<file path="config.mk">
export PLATFORM = sky130hd
export DESIGN_NAME = ssg_bus_sequencer_flat
export DESIGN_NICKNAME = d
export VERILOG_FILES = /design/src/rtl/ssg_bus_sequencer_if.sv /design/src/rtl/ssg_bus_sequencer.sv /design/src/flat_wrapper.sv
export SDC_FILE = /design/constraint.sdc
export NUM_CORES = 1
export LEC_CHECK = 0
export BUFFER_PORTS_ARGS = -buffer_cell sky130_fd_sc_hd__buf_4
export CELL_PAD_IN_SITES_DETAIL_PLACEMENT = 0
export CELL_PAD_IN_SITES_GLOBAL_PLACEMENT = 2
export CORE_ASPECT_RATIO = 1.75
export CORE_UTILIZATION = 38
export DETAILED_ROUTE_END_ITERATION = 8
export GPL_ROUTABILITY_DRIVEN = 1
export PLACE_DENSITY = 0.71
export SYNTH_ARGS = -nofsm -noshare
export SYNTH_HDL_FRONTEND = slang
export SYNTH_SLANG_ARGS = --single-unit
</file>
<file path="constraint.sdc">
create_clock -name CLK -period 2.5 [get_ports CLK]
set_clock_uncertainty 0.05 [all_clocks]
set_input_delay 0.5 -clock CLK [delete_from_list [all_inputs] [get_ports CLK]]
set_output_delay 0.5 -clock CLK [all_outputs]
set_load 0.01 [all_outputs]
</file>
<file path="src/rtl/ssg_bus_sequencer_if.sv">
// Command/bus bundle for the sound-chip sequencer: host command handshake,
// status outputs and the two-phase chip bus with its BUSY/BR feedback.
interface ssg_bus_sequencer_if;
  logic        enable;
  logic        cmd_valid;
  logic [15:0] cmd_data;
  logic        cmd_ready;
  logic        BUSY;
  logic        BR;
  logic [1:0]  BusControl;
  logic [7:0]  Data;
  logic        done_pulse;
  logic        err_pulse;
  logic [7:0]  err_count;
  logic [2:0]  fifo_level;
  logic        idle;

  modport master (
    output enable, cmd_valid, cmd_data, BUSY, BR,
    input  cmd_ready, BusControl, Data, done_pulse, err_pulse, err_count, fifo_level, idle
  );

  modport slave (
    input  enable, cmd_valid, cmd_data, BUSY, BR,
    output cmd_ready, BusControl, Data, done_pulse, err_pulse, err_count, fifo_level, idle
  );
endinterface

</file>
<file path="src/rtl/ssg_bus_sequencer.sv">
// Sound-chip bus sequencer: queues 16-bit commands in a 4-deep FIFO and plays
// each out as timed byte1/byte2 bus phases followed by an idle gap.
module ssg_bus_sequencer #(
  parameter int HOLD_CYC = 3,
  parameter int GAP_CYC  = 2
) (
  input logic CLK,
  input logic RST,
  ssg_bus_sequencer_if.slave bus
);

  typedef enum logic [2:0] {IDLE, B1, B2, GAP, ERR} stateT;

  localparam logic [7:0] HOLD_LAST  = 8'(HOLD_CYC - 1);
  localparam logic [7:0] GAP_LAST   = 8'(GAP_CYC - 1);
  localparam logic [7:0] STUCK_LAST = 8'd254;

  stateT       state;
  logic [15:0] fifoMem [4];
  logic [1:0]  wrPtr;
  logic [1:0]  rdPtr;
  logic [2:0]  level;
  logic [15:0] curCmd;
  logic [15:0] headCmd;
  logic [7:0]  phaseCnt;
  logic [7:0]  errCount;
  logic [7:0]  dataOut;
  logic [1:0]  busCtl;
  logic        donePulse;
  logic        errPulse;
  logic        push;
  logic        pop;
  logic        phaseDone;
  logic        inBytePhase;
  logic        gotoErr;

  assign push        = bus.cmd_valid && (level < 3'd4);
  assign pop         = bus.enable && (state == IDLE) && (level != 3'd0);
  assign headCmd     = fifoMem[rdPtr];
  assign phaseDone   = (phaseCnt >= HOLD_LAST) && !bus.BUSY;
  assign inBytePhase = (state == B1) || (state == B2);
  // A stuck BUSY only counts as an error if the phase could not have ended normally.
  assign gotoErr     = (inBytePhase || (state == GAP)) &&
                       (bus.BR || (inBytePhase && !phaseDone && phaseCnt == STUCK_LAST));

  always_ff @(posedge CLK) begin
    if (push) fifoMem[wrPtr] <= bus.cmd_data;
  end

  always_ff @(posedge CLK or negedge RST) begin
    if (!RST) begin
      wrPtr <= 2'd0;
      rdPtr <= 2'd0;
      level <= 3'd0;
    end else begin
      if (push) wrPtr <= wrPtr + 2'd1;
      if (pop)  rdPtr <= rdPtr + 2'd1;
      if (push && !pop)      level <= level + 3'd1;
      else if (pop && !push) level <= level - 3'd1;
    end
  end

  // Bus outputs and pulses are assigned alongside the state so they change only on phase boundaries.
  always_ff @(posedge CLK or negedge RST) begin
    if (!RST) begin
      state     <= IDLE;
      curCmd    <= 16'd0;
      phaseCnt  <= 8'd0;
      busCtl    <= 2'b00;
      dataOut   <= 8'd0;
      donePulse <= 1'b0;
      errPulse  <= 1'b0;
      errCount  <= 8'd0;
    end else begin
      donePulse <= 1'b0;
      errPulse  <= 1'b0;
      if (!bus.enable) begin
        state    <= IDLE;
        busCtl   <= 2'b00;
        dataOut  <= 8'd0;
        phaseCnt <= 8'd0;
      end else if (gotoErr) begin
        state    <= ERR;
        busCtl   <= 2'b00;
        dataOut  <= 8'd0;
        phaseCnt <= 8'd0;
        if (GAP_LAST == 8'd0) begin
          errPulse <= 1'b1;
          if (errCount != 8'hFF) errCount <= errCount + 8'd1;
        end
      end else begin
        case (state)
          IDLE: begin
            if (pop) begin
              curCmd   <= headCmd;
              state    <= B1;
              busCtl   <= 2'b01;
              dataOut  <= headCmd[15:8];
              phaseCnt <= 8'd0;
            end
          end
          B1, B2: begin
            if (phaseDone) begin
              phaseCnt <= 8'd0;
              if (state == B1 && curCmd[15:14] != 2'b00) begin
                state   <= B2;
                busCtl  <= 2'b10;
                dataOut <= curCmd[7:0];
              end else begin
                state     <= GAP;
                busCtl    <= 2'b00;
                dataOut   <= 8'd0;
                donePulse <= (GAP_LAST == 8'd0);
              end
            end else begin
              phaseCnt <= phaseCnt + 8'd1;
            end
          end
          GAP: begin
            if (phaseCnt == GAP_LAST) begin
              state <= IDLE;
            end else begin
              phaseCnt  <= phaseCnt + 8'd1;
              donePulse <= (phaseCnt + 8'd1 == GAP_LAST);
            end
          end
          ERR: begin
            if (phaseCnt == GAP_LAST) begin
              state <= IDLE;
            end else begin
              phaseCnt <= phaseCnt + 8'd1;
              if (phaseCnt + 8'd1 == GAP_LAST) begin
                errPulse <= 1'b1;
                if (errCount != 8'hFF) errCount <= errCount + 8'd1;
              end
            end
          end
          default: state <= IDLE;
        endcase
      end
    end
  end

  assign bus.cmd_ready  = (level < 3'd4);
  assign bus.fifo_level = level;
  assign bus.idle       = (state == IDLE) && (level == 3'd0);
  assign bus.BusControl = busCtl;
  assign bus.Data       = dataOut;
  assign bus.done_pulse = donePulse;
  assign bus.err_pulse  = errPulse;
  assign bus.err_count  = errCount;

endmodule

</file>
<file path="src/flat_wrapper.sv">
// flat-port wrapper written by rule: the top's interface ports become plain ports
module ssg_bus_sequencer_flat 
#(
  parameter int HOLD_CYC = 3,
  parameter int GAP_CYC  = 2
)
  (CLK, RST, bus_enable, bus_cmd_valid, bus_cmd_data, bus_BUSY, bus_BR, bus_cmd_ready, bus_BusControl, bus_Data, bus_done_pulse, bus_err_pulse, bus_err_count, bus_fifo_level, bus_idle);
  ssg_bus_sequencer_if bus_i ();
  input logic CLK;
  input logic RST;
  input wire logic [$bits(bus_i.enable)-1:0] bus_enable;
  input wire logic [$bits(bus_i.cmd_valid)-1:0] bus_cmd_valid;
  input wire logic [$bits(bus_i.cmd_data)-1:0] bus_cmd_data;
  input wire logic [$bits(bus_i.BUSY)-1:0] bus_BUSY;
  input wire logic [$bits(bus_i.BR)-1:0] bus_BR;
  output wire logic [$bits(bus_i.cmd_ready)-1:0] bus_cmd_ready;
  output wire logic [$bits(bus_i.BusControl)-1:0] bus_BusControl;
  output wire logic [$bits(bus_i.Data)-1:0] bus_Data;
  output wire logic [$bits(bus_i.done_pulse)-1:0] bus_done_pulse;
  output wire logic [$bits(bus_i.err_pulse)-1:0] bus_err_pulse;
  output wire logic [$bits(bus_i.err_count)-1:0] bus_err_count;
  output wire logic [$bits(bus_i.fifo_level)-1:0] bus_fifo_level;
  output wire logic [$bits(bus_i.idle)-1:0] bus_idle;
  assign bus_i.enable = bus_enable;
  assign bus_i.cmd_valid = bus_cmd_valid;
  assign bus_i.cmd_data = bus_cmd_data;
  assign bus_i.BUSY = bus_BUSY;
  assign bus_i.BR = bus_BR;
  assign bus_cmd_ready = bus_i.cmd_ready;
  assign bus_BusControl = bus_i.BusControl;
  assign bus_Data = bus_i.Data;
  assign bus_done_pulse = bus_i.done_pulse;
  assign bus_err_pulse = bus_i.err_pulse;
  assign bus_err_count = bus_i.err_count;
  assign bus_fifo_level = bus_i.fifo_level;
  assign bus_idle = bus_i.idle;
  ssg_bus_sequencer #(.HOLD_CYC(HOLD_CYC), .GAP_CYC(GAP_CYC)) u_core (.CLK(CLK), .RST(RST), .bus(bus_i));
endmodule
</file>
==> impl_metrics.prom <==
# TYPE chip_impl_metric gauge
chip_impl_info{name="run_status",value="finished, final reports clean"} 1
chip_impl_metric{name="drtPass1Iterations",unit=""} 4
chip_impl_metric{name="placement_rows",unit=""} 54
chip_impl_metric{name="totalWireLength",unit="microns"} 10200
chip_impl_metric{name="max_cap_violations",unit=""} 0
chip_impl_metric{name="drtIter0Drc",unit=""} 84
chip_impl_metric{name="wire_length_of_the_first_global_routing_pass",unit="microns"} 16600
chip_impl_metric{name="synth_fp_nets",unit=""} 374
chip_impl_metric{name="timing.reg2reg.setup_slack",unit="ps"} 140
chip_impl_metric{name="wl_per_cell",unit="microns"} 17.5
chip_impl_info{name="cp-start-kind",value="register"} 1
chip_impl_info{name="clk_root_buffer_cell",value="sky130_fd_sc_hd__clkbuf_16"} 1
chip_impl_info{name="synth.area.top_cells",value="sky130_fd_sc_hd__edfxtp_1, sky130_fd_sc_hd__dfrtp_1, sky130_fd_sc_hd__mux4_2"} 1
chip_impl_metric{name="clock_tree.buffer_depth",unit=""} 2
chip_impl_metric{name="netlist_area",unit="sq um"} 4940
chip_impl_info{name="yosys.area.top_type",value="sky130_fd_sc_hd__edfxtp_1"} 1
chip_impl_metric{name="io_buffer_count",unit=""} 46
chip_impl_metric{name="fillers",unit=""} 1138
chip_impl_metric{name="pin_count",unit=""} 47
chip_impl_info{name="layout.cells.most_common",value="sky130_fd_sc_hd__buf_4"} 1
chip_impl_metric{name="cts_buffers",unit=""} 9
chip_impl_metric{name="synth_edf_count",unit=""} 64
chip_impl_metric{name="fp.dieArea",unit="sq um"} 13500
chip_impl_info{name="timing.rr.start",value="u_core.phaseCnt[0]"} 1
chip_impl_metric{name="clock.fmax",unit="MHz"} 425
chip_impl_metric{name="vias_per_cell",unit=""} 5.03
chip_impl_info{name="post_synth_top_flop",value="sky130_fd_sc_hd__edfxtp_1"} 1
chip_impl_metric{name="floorplan.die.height",unit="microns"} 153
chip_impl_metric{name="tightest_slew",unit="ps"} 640
chip_impl_metric{name="ctsHtreeMaxLevel",unit=""} 3
chip_impl_metric{name="setup_tns",unit="ps"} 0
chip_impl_metric{name="yosys_top_cell_area_share",unit="%"} 38.9
chip_impl_metric{name="power_density",unit="nW/um^2"} 1010
chip_impl_metric{name="layout-drive-gt1-share",unit="%"} 32.9
chip_impl_metric{name="yosysWarnings",unit=""} 0
chip_impl_metric{name="placedCellCount",unit=""} 561
chip_impl_metric{name="worstSkewPairLatency",unit="ps"} 350
chip_impl_metric{name="synth.avg_cell_area",unit="sq um"} 14.5
chip_impl_metric{name="layout_worst_path_cycle_share",unit="%"} 94.2
chip_impl_metric{name="cp_data_arrival_time",unit="ps"} 2540
chip_impl_metric{name="ys_ff_latch",unit=""} 112
chip_impl_metric{name="clk_pin_slew_worst_paths",unit="ps"} 90
chip_impl_metric{name="synth_seq_area_share",unit="%"} 63.2
chip_impl_metric{name="final-instance-count-excl-fill",unit=""} 584
chip_impl_metric{name="n_antenna_cell",unit=""} 0
chip_impl_info{name="most-common-layout-cells",value="sky130_fd_sc_hd__buf_4, sky130_fd_sc_hd__edfxtp_1, sky130_fd_sc_hd__dfrtp_1, sky130_fd_sc_hd__nand2_1, sky130_fd_sc_hd__nor2_1"} 1
chip_impl_metric{name="antenna_left",unit=""} 0
chip_impl_metric{name="finalCriticalPeriod",unit="ps"} 2360
chip_impl_metric{name="p_leak",unit="nW"} 2.34
chip_impl_metric{name="area_growth_syn_to_layout",unit="%"} 20.6
chip_impl_metric{name="remaining_drc_errors",unit=""} 0
chip_impl_metric{name="slew-limit-headroom",unit="%"} 57.3
chip_impl_metric{name="final_hold_vios",unit=""} 0
chip_impl_metric{name="reg2regPathDepth",unit=""} 7
chip_impl_metric{name="fin_nets",unit=""} 444
chip_impl_metric{name="overflow",unit=""} 0
chip_impl_metric{name="crit_required",unit="ps"} 2680
chip_impl_metric{name="fin_worst_hold_slack",unit="ps"} 103
chip_impl_metric{name="cts.sinks",unit=""} 112
chip_impl_metric{name="grt_use_total",unit="%"} 16.6
chip_impl_info{name="hp-class",value="in -> async"} 1
chip_impl_metric{name="cp_max_fo",unit=""} 7
chip_impl_metric{name="core_region_area",unit="sq um"} 12600
chip_impl_metric{name="detailedPlacementHpwl",unit="microns"} 7320
chip_impl_metric{name="place_congestion",unit=""} 0.817
chip_impl_metric{name="synth_cell_type_count",unit=""} 54
chip_impl_metric{name="ir_drop",unit="mV"} 0.419
chip_impl_info{name="timing_worst_setup_path_type",value="reg -> reg"} 1
chip_impl_metric{name="finalCoreUtilization",unit="%"} 47.4
chip_impl_info{name="tritoncts",value="yes"} 1
chip_impl_metric{name="finish_stage_setup_viols",unit=""} 0
chip_impl_metric{name="gate_count_post_synth",unit=""} 341
chip_impl_metric{name="num_vias",unit=""} 2940
chip_impl_metric{name="synth_async_sr_flop_share",unit="%"} 42.9
chip_impl_info{name="grt_setup_unrepaired",value="no"} 1
chip_impl_metric{name="first_global_vias",unit=""} 3144
chip_impl_metric{name="effective_utilization_at_floorplan",unit="%"} 39.3
chip_impl_metric{name="largest_net_degree_at_the_start_of_global_routing",unit=""} 49
chip_impl_metric{name="timing.final.max_slew_violations",unit=""} 0
chip_impl_info{name="worst_r2r_dst",value="u_core.bus.BusControl[1]"} 1
chip_impl_info{name="critPathCaptureType",value="register"} 1
chip_impl_metric{name="grt_antenna_before_repair",unit=""} 0
chip_impl_metric{name="floorplan.die.width",unit="microns"} 88.2
per-layer routing:
metal  GRT usage, %  share of wire [%]  vias to the layer above  wire, microns
li1               -                  -                     1422              -
met1           19.0                 41                     1454           4140
met2           29.6                 55                       47           5590
met3           2.49                1.8                       17            186
met4           7.14                2.9                        0            291
met5              0                  0                        -              0
worst max-delay path by stage:
stage                                  start                       end  slack (ps)
final                     u_core.phaseCnt[0]  u_core.bus.BusControl[1]         140
after global routing      u_core.phaseCnt[0]        u_core.phaseCnt[4]          10
after CTS                 u_core.phaseCnt[0]  u_core.bus.BusControl[1]          50
after detailed placement  u_core.phaseCnt[0]  u_core.bus.BusControl[1]          80
after global placement    u_core.phaseCnt[0]  u_core.bus.BusControl[1]         100
after floorplan              u_core.state[0]  u_core.bus.fifo_level[2]           2
timing repair:
action	CTS	global route
setup endpoints to repair	0	11
hold buffers	0	0
gates resized for setup	0	4
setup buffers	0	7
stage by stage:
| stage | worst slack, ps | instance area (sq um) | power (mW) |
|---|---|---|---|
| after floorplan | 2.35 | 4940 | 3.85 |
| after global placement | 96.2 | 5580 | 4.54 |
| after detailed placement | 78.3 | 5580 | 4.57 |
| after CTS | 51.1 | 5890 | 6.05 |
| after global routing | 10.9 | 5960 | 6.36 |
| final | 144 | 5960 | 6.00 |
critical path, stage by stage, from the launching register on:
cell                       delay [ps]
sky130_fd_sc_hd__dfrtp_2          430
sky130_fd_sc_hd__inv_1             80
sky130_fd_sc_hd__ha_1             170
sky130_fd_sc_hd__nand3_1           80
sky130_fd_sc_hd__or4b_4           520
sky130_fd_sc_hd__o211ai_4         330
sky130_fd_sc_hd__o21bai_4         230
sky130_fd_sc_hd__mux2_2           350
state kept, by name, indices dropped and copies added, names as in the netlist:
| signal | cells |
|---|---|
| u_core.bus.BusControl | 2 |
| u_core.bus.Data | 8 |
| u_core.bus.done_pulse | 1 |
| u_core.bus.err_count | 8 |
| u_core.bus.err_pulse | 1 |
| u_core.bus.fifo_level | 3 |
| u_core.curCmd | 10 |
| u_core.fifoMem | 64 |
| u_core.phaseCnt | 8 |
| u_core.rdPtr | 2 |
| u_core.state | 3 |
| u_core.wrPtr | 2 |
cells by family (layout without fill, tap and decap cells):
| logic type | Yosys count | in the layout | synth area share, % |
|---|---|---|---|
| flip-flops | 112 | 112 | 63.2 |
| AND/OR/NAND/NOR | 97 | 97 | 10.6 |
| AO/OA/AOI/OAI | 51 | 51 | 7.63 |
| multiplexers | 32 | 32 | 10.9 |
| buffers and inverters | 25 | 100 | 2.36 |
| XOR/XNOR | 13 | 13 | 2.31 |
| adder cells (fa/ha/maj) | 11 | 11 | 2.94 |
final cells by class:
| class | instances | area, sq um | share of cell area, % |
|---|---|---|---|
| Clock buffer | 9 | 225 | 3.78 |
| Sequential cell | 112 | 3130 | 52.5 |
| Tap cell | 168 | 210 | 3.53 |
| Clock inverter | 7 | 86.3 | 1.45 |
| Inverter | 9 | 33.8 | 0.567 |
| Multi-Input combinational cell | 204 | 1710 | 28.7 |
| Timing Repair Buffer | 75 | 567 | 9.51 |
Yosys cell counts, drive strengths merged, types with 2 or more instances:
library cell / instances
a21oi: 14
a22oi: 8
a31oi: 3
a41oi: 2
and2: 8
and3: 4
buf: 9
clkbuf: 7
dfrtp: 48
edfxtp: 64
ha: 10
inv: 9
mux2: 14
mux2i: 2
mux4: 16
nand2: 20
nand2b: 2
nand3: 17
nand4: 2
nor2: 20
nor2b: 2
nor3: 12
nor4: 3
o2111ai: 2
o21a: 2
o21ai: 10
o21bai: 2
xnor2: 8
xor2: 5
report_power, final:
group	total [mW]	switching [mW]	internal [mW]
Clock	1.47	0.747	0.726
Combinational	1.91	0.934	0.978
Sequential	2.61	0.245	2.37
Total	6.00	1.93	4.07
Note: power is estimated with default switching activity, not from simulation.
